File: src/rtl/la_capture_core.sv
// rtl/la_capture_core.sv - multi-channel logic-analyser capture engine (optional LA_SYNC_EN input synchroniser)
module la_capture_core #(
  parameter int CH_NUM    = 2,
  parameter int OUT_WIDTH = 8,
  parameter int DIV_WIDTH = 16,
  parameter int CNT_WIDTH = 16
) (
  input  logic                 clk,
  input  logic                 rst_n,
  input  logic                 start,
  input  logic                 abort,
  input  logic [DIV_WIDTH-1:0] cfg_div,
  input  logic [1:0]           cfg_mode,
  input  logic [CH_NUM-1:0]    cfg_trig_mask,
  input  logic [CH_NUM-1:0]    cfg_trig_val,
  input  logic [CNT_WIDTH-1:0] cfg_words,
  input  logic [CH_NUM-1:0]    din,
  output logic [OUT_WIDTH-1:0] dout,
  output logic                 fifo_wen,
  input  logic                 fifo_full,
  output logic                 busy,
  output logic                 done,
  output logic                 overflow
);

  localparam int SPW = OUT_WIDTH / CH_NUM;
  localparam int SCW = (SPW > 1) ? $clog2(SPW) : 1;

  typedef enum logic [1:0] {
    S_IDLE    = 2'd0,
    S_ARMED   = 2'd1,
    S_CAPTURE = 2'd2,
    S_DONE    = 2'd3
  } state_t;

  state_t               state;
  logic [CH_NUM-1:0]    din_s;
  logic [CH_NUM-1:0]    din_p;
  logic [DIV_WIDTH-1:0] cfg_div_l;
  logic [1:0]           cfg_mode_l;
  logic [CH_NUM-1:0]    cfg_trig_mask_l;
  logic [CH_NUM-1:0]    cfg_trig_val_l;
  logic [CNT_WIDTH-1:0] cfg_words_l;
  logic [DIV_WIDTH-1:0] div_cnt;
  logic [SCW-1:0]       samp_cnt;
  logic [CNT_WIDTH-1:0] word_cnt;
  logic [OUT_WIDTH-1:0] shreg;
  logic [OUT_WIDTH-1:0] word_next;
  logic                 first_armed;

  logic                 running;
  logic                 tick;
  logic                 trig_hit;
  logic                 store;
  logic                 word_last;
  logic                 final_word;
  logic [CNT_WIDTH-1:0] words_target;

`ifdef LA_SYNC_EN
  logic [CH_NUM-1:0] din_m1;
  logic [CH_NUM-1:0] din_m2;

  // Two-flop synchroniser followed by the sampling register (3 clk latency)
  always_ff @(posedge clk or negedge rst_n) begin
    if (!rst_n) begin
      din_m1 <= '0;
      din_m2 <= '0;
      din_s  <= '0;
    end else begin
      din_m1 <= din;
      din_m2 <= din_m1;
      din_s  <= din_m2;
    end
  end
`else
  // Single sampling register (1 clk latency)
  always_ff @(posedge clk or negedge rst_n) begin
    if (!rst_n) begin
      din_s <= '0;
    end else begin
      din_s <= din;
    end
  end
`endif

  // Newest sample enters the LSBs; a one-sample-per-word build just takes din_s
  if (SPW > 1) begin : g_shift
    assign word_next = {shreg[OUT_WIDTH-CH_NUM-1:0], din_s};
  end else begin : g_noshift
    assign word_next = din_s;
  end

  // Tick, trigger condition and word-completion decode
  always_comb begin
    running      = (state == S_ARMED) || (state == S_CAPTURE);
    tick         = running && (div_cnt == cfg_div_l);
    case (cfg_mode_l)
      2'd1:    trig_hit = (((din_s ^ cfg_trig_val_l) & cfg_trig_mask_l) == '0);
      // Arming clock only reloads din_p, so it can never see a change
      2'd2:    trig_hit = !first_armed && (((din_s ^ din_p) & cfg_trig_mask_l) != '0);
      default: trig_hit = 1'b1;
    endcase
    store        = tick && (((state == S_ARMED) && trig_hit) || (state == S_CAPTURE));
    word_last    = store && (samp_cnt == SCW'(SPW - 1));
    words_target = (cfg_words_l == '0) ? CNT_WIDTH'(1) : cfg_words_l;
    final_word   = word_last && ((word_cnt + CNT_WIDTH'(1)) == words_target);
  end

  // Capture FSM with registered status, packing and FIFO write outputs
  always_ff @(posedge clk or negedge rst_n) begin
    if (!rst_n) begin
      state           <= S_IDLE;
      busy            <= 1'b0;
      done            <= 1'b0;
      overflow        <= 1'b0;
      fifo_wen        <= 1'b0;
      dout            <= '0;
      din_p           <= '0;
      cfg_div_l       <= '0;
      cfg_mode_l      <= '0;
      cfg_trig_mask_l <= '0;
      cfg_trig_val_l  <= '0;
      cfg_words_l     <= '0;
      div_cnt         <= '0;
      samp_cnt        <= '0;
      word_cnt        <= '0;
      shreg           <= '0;
      first_armed     <= 1'b0;
    end else begin
      fifo_wen <= 1'b0;
      if (abort) begin
        state       <= S_IDLE;
        busy        <= 1'b0;
        done        <= 1'b0;
        div_cnt     <= '0;
        samp_cnt    <= '0;
        word_cnt    <= '0;
        shreg       <= '0;
        first_armed <= 1'b0;
      end else if (start && ((state == S_IDLE) || (state == S_DONE))) begin
        cfg_div_l       <= cfg_div;
        cfg_mode_l      <= cfg_mode;
        cfg_trig_mask_l <= cfg_trig_mask;
        cfg_trig_val_l  <= cfg_trig_val;
        cfg_words_l     <= cfg_words;
        overflow        <= 1'b0;
        state           <= S_ARMED;
        busy            <= 1'b1;
        done            <= 1'b0;
        div_cnt         <= '0;
        samp_cnt        <= '0;
        word_cnt        <= '0;
        shreg           <= '0;
        first_armed     <= 1'b1;
      end else if (running) begin
        div_cnt     <= tick ? '0 : div_cnt + DIV_WIDTH'(1);
        first_armed <= 1'b0;
        if ((state == S_ARMED) && (first_armed || tick)) begin
          din_p <= din_s;
        end
        if (store) begin
          shreg <= word_next;
          if (state == S_ARMED) begin
            state <= S_CAPTURE;
          end
          if (word_last) begin
            samp_cnt <= '0;
            word_cnt <= word_cnt + CNT_WIDTH'(1);
            // A full FIFO drops the word but it still counts toward the length
            if (fifo_full) begin
              overflow <= 1'b1;
            end else begin
              fifo_wen <= 1'b1;
              dout     <= word_next;
            end
            if (final_word) begin
              state <= S_DONE;
              busy  <= 1'b0;
              done  <= 1'b1;
            end
          end else begin
            samp_cnt <= samp_cnt + SCW'(1);
          end
        end
      end
    end
  end

endmodule

File: config.mk
export PLATFORM = sky130hd
export DESIGN_NAME = la_capture_core
export DESIGN_NICKNAME = d
export VERILOG_FILES = /design/src/rtl/la_capture_core.sv
export SDC_FILE = /design/constraint.sdc
export NUM_CORES = 1
export LEC_CHECK = 0
export ABC_AREA = 1
export ABC_CLOCK_PERIOD_IN_PS = 2500
export BUFFER_PORTS_ARGS = -buffer_cell sky130_fd_sc_hd__buf_2
export CORE_ASPECT_RATIO = 0.9
export CORE_MARGIN = 2
export CORE_UTILIZATION = 59
export CTS_CLUSTER_DIAMETER = 30
export DETAILED_ROUTE_END_ITERATION = 8
export PLACE_DENSITY_LB_ADDON = 0.12
export SLEW_MARGIN = 5
export SYNTH_ARGS = -nofsm -noshare
export SYNTH_HDL_FRONTEND = slang
export SYNTH_SLANG_ARGS = --single-unit
File: constraint.sdc
create_clock -name clk -period 2.5 [get_ports clk]
set_clock_uncertainty 0.1 [all_clocks]
set_input_delay 0.25 -clock clk [delete_from_list [all_inputs] [get_ports clk]]
set_output_delay 0.25 -clock clk [all_outputs]
set_load 0.005 [all_outputs]
==> out/metrics.cfg <==
[status]
status = finished with violations
violations = hold timing

[setup_path]
crit_path_start_kind = flip-flop
cp_cell_sequence = inv_1 > ha_1 > inv_1 > nor2_1 > nand2_1 > nor2_1 > nand3_2 > nor2_4 > nand2_2 > nor2_4 > nand2_4 > nor2_4 > inv_4 > nand2_1 > o21ai_2
reg2reg_from = state[0]
worstPathRequired_ns = 2.67
startpoint = state[0]
endpoint_kind = flip-flop
cpMostUsedCell = nor2_4
timing.critical_path.slowest_cell_delay_ns = 0.39
cp_max_fo = 16
critical_path_class = flip-flop to flip-flop
critPathArrivalTime_ns = 2.50
crit_slowest_cell = dfrtp_1

[job]
max_cap_violations = 0

[route]
via_per_inst = 5.20
drt_iter0_markers = 298
drt_first_pass_iters = 5
routedWlPerCell_um = 13.7
drc = 0
vias = 4732
postRouteAntennaNets = 0
totalWireLength_mm = 12.4

[sta]
relSlewSlack_pct = 70.1
tns_ns = 0
post-route-period-util_pct = 93.1
worst_pin_slew_ns = 0.444
final_hold_viol_count = 1
finalCriticalPeriod_ns = 2.33
maxSlewViolCount = 0
setup_viol = 0
timing.fmax_ghz = 0.430
hold_slack_ns = -0.000230
fin_ws_ns = 0.173

[clock_tree]
clk_latency_ns = 0.37
cts_tree = built
cts_sinks = 97
cts_max_level = 3
clock_path_buffers = 2
clockRootBuffer = clkbuf_8
clk_pin_slew_worst_paths_ns = 0.10
cts_made_buffers = 9

[logic_synthesis]
netlist_area_um2 = 5190
ys_warn_count = 0
synth_cells = 683
yosysUniqueCellTypes = 36
ys_seq_area_share_pct = 46.8
synth_area_per_cell_um2 = 7.60
syn-num-nets = 737
synth-seq-cells = 97

[floorplan]
rows = 32
ios = 57
dieArea_um2 = 9560
die_w_um = 103
initial_core_util_pct = 60.6
die_h_um = 93.0
core_um2 = 8570

[cells_and_area]
seqCellArea_um2 = 2430
area_growth_pct = 20.9
finalNetCount = 840
fillers = 721
multiInputGateArea_um2 = 2380
layout-drive-gt1-share_pct = 14.7
finish.instance_area_um2 = 6270
fin_util_pct = 73.2
diodes = 0

[global_route]
gr-total-overflow = 0
grt_pass1_wl_mm = 21.1
grt_start_max_net_pins = 73
grt_usage_pct = 28.0
grt_antenna_before_repair = 0
grt_pass1_vias = 4657

[placed_design]
port_buffers = 56
placed_area_um2 = 5660
pre_cts_ws_ns = 0.0992
routabilityCongestion = 0.931
hpwl_mm = 8.70

[min_path]
hp-class = primary input to flip-flop
hold_path.startpoint = cfg_div[5]

[pwr]
irDropWorstVdd_mv = 0.369
pwr_density_cell_nw_per_um2 = 538
p_leak_nw = 3.06

-- worst max-delay path: cells and delay by family, from the launching register on --
kind	cells	cell delay (ns)
AND/OR/NAND/NOR	10	1.10
adder cells (fa/ha/maj)	1	0.32
flip-flops	1	0.39
buffers and inverters	3	0.27
AO/OA/AOI/OAI	1	0.06
-- kinds of logic after synthesis --
kind of cell               Yosys count  synth area share, %
xor gates and xnor gates            19                 3.79
buffers and inverters              104                 7.67
adders and majority gates            9                 2.17
AOI/OAI and AO/OA                   77                 8.73
DFF                                 97                 46.8
and+or+nand+nor                    377                 30.9
-- power by group --
group | switching [W] | internal (W) | total (W)
clock network | 0.000599 | 0.000482 | 0.00108
logic | 0.000302 | 0.000231 | 0.000533
registers | 0.0000847 | 0.00168 | 0.00176
total | 0.000986 | 0.00239 | 0.00337
-- placed cells by master, fill, tap and decap left out, drive strengths merged, types with 2 or more instances in the layout --
master	count
clkbuf	9
a221oi	2
nand2	231
nand3b	4
o21ai	56
ha	9
clkinvlp	2
nor3	7
xor3	2
nand4	12
o211ai	2
o22ai	10
xor2	10
a21oi	3
buf	71
inv	93
dfrtp	97
dlygate4sd3	34
nand3	49
nor3b	3
clkinv	2
xnor2	7
nor2	68
-- routing by layer --
layer | up-vias | wire, µm | track usage, %
met1 | 2193 | 5740 | 38.1
met4 | 0 | 210 | 8.00
met5 | - | 0 | 0
met3 | 19 | 608 | 3.92
li1 | 2370 | - | -
met2 | 150 | 5870 | 46.9
-- path summary, 6_finish.rpt --
check	cells after the start	to	slack, ns
max	15	dout[5]	0.17
min	3	cfg_div_l[5]	-0.0002
max reg2reg	15	dout[5]	0.17
min reg2reg	2	dout[2]	0.39
max in group asynchronous	3	cfg_words_l[0]	1.37
min in group asynchronous	2	cfg_trig_mask_l[0]	0.21
-- cell usage after synthesis, drive strengths merged --
| cell | number | share of area, % |
|---|---|---|
| a21boi | 1 | 0.14 |
| a21oi | 3 | 0.29 |
| a221oi | 2 | 0.34 |
| a22o | 1 | 0.17 |
| a22oi | 1 | 0.14 |
| and2 | 1 | 0.12 |
| and3 | 1 | 0.12 |
| buf | 3 | 0.36 |
| clkbuf | 10 | 0.72 |
| clkinv | 1 | 0.072 |
| dfrtp | 97 | 47 |
| ha | 9 | 2.2 |
| inv | 90 | 6.5 |
| nand2 | 231 | 17 |
| nand3 | 49 | 4.9 |
| nand3b | 4 | 0.58 |
| nand4 | 12 | 1.4 |
| nor2 | 68 | 5.4 |
| nor3 | 7 | 0.77 |
| nor3b | 3 | 0.43 |
| nor4 | 1 | 0.12 |
| o211ai | 2 | 0.29 |
| o21ai | 56 | 6.0 |
| o221ai | 1 | 0.17 |
| o22ai | 10 | 1.2 |
| xnor2 | 7 | 1.2 |
| xor2 | 10 | 1.7 |
| xor3 | 2 | 0.92 |
-- cell type report --
cell class              instances  share of cell area, %
flip-flops and latches         97                   38.7
multi-input cells             482                   37.9
repair buffers                105                   12.1
inverters                      91                   5.55
well taps                     119                   2.37
clock buffers                   9                   1.98
clock inverters                 7                   1.34
-- through the flow --
step	cells	power [W]	hold WS, ns
after global placement	854	0.00225	0.0770
after floorplan	683	0.00208	-0.146
after detailed placement	854	0.00227	0.0868
after CTS	903	0.00339	0.000674
after global routing	910	0.00355	0.0175
final	910	0.00337	-0.000230
-- timing repair --
item	CTS	global route
endpoints found under the hold margin	57	1
endpoints found under the setup margin	0	20
setup buffers	0	6
hold buffers	33	1
gates resized for setup	0	8
-- state kept, by name, summed over array words and instances (netlist names) --
| register | flops |
|---|---|
| dout | 8 |
| cfg_div_l | 16 |
| shreg | 6 |
| fifo_wen | 1 |
| cfg_trig_val_l | 2 |
| state | 2 |
| first_armed | 1 |
| samp_cnt | 2 |
| word_cnt | 16 |
| busy | 1 |
| overflow | 1 |
| cfg_words_l | 16 |
| din_s | 2 |
| div_cnt | 16 |
| cfg_mode_l | 2 |
| cfg_trig_mask_l | 2 |
| din_p | 2 |
| done | 1 |
Note: power is estimated with default switching activity, not from simulation.
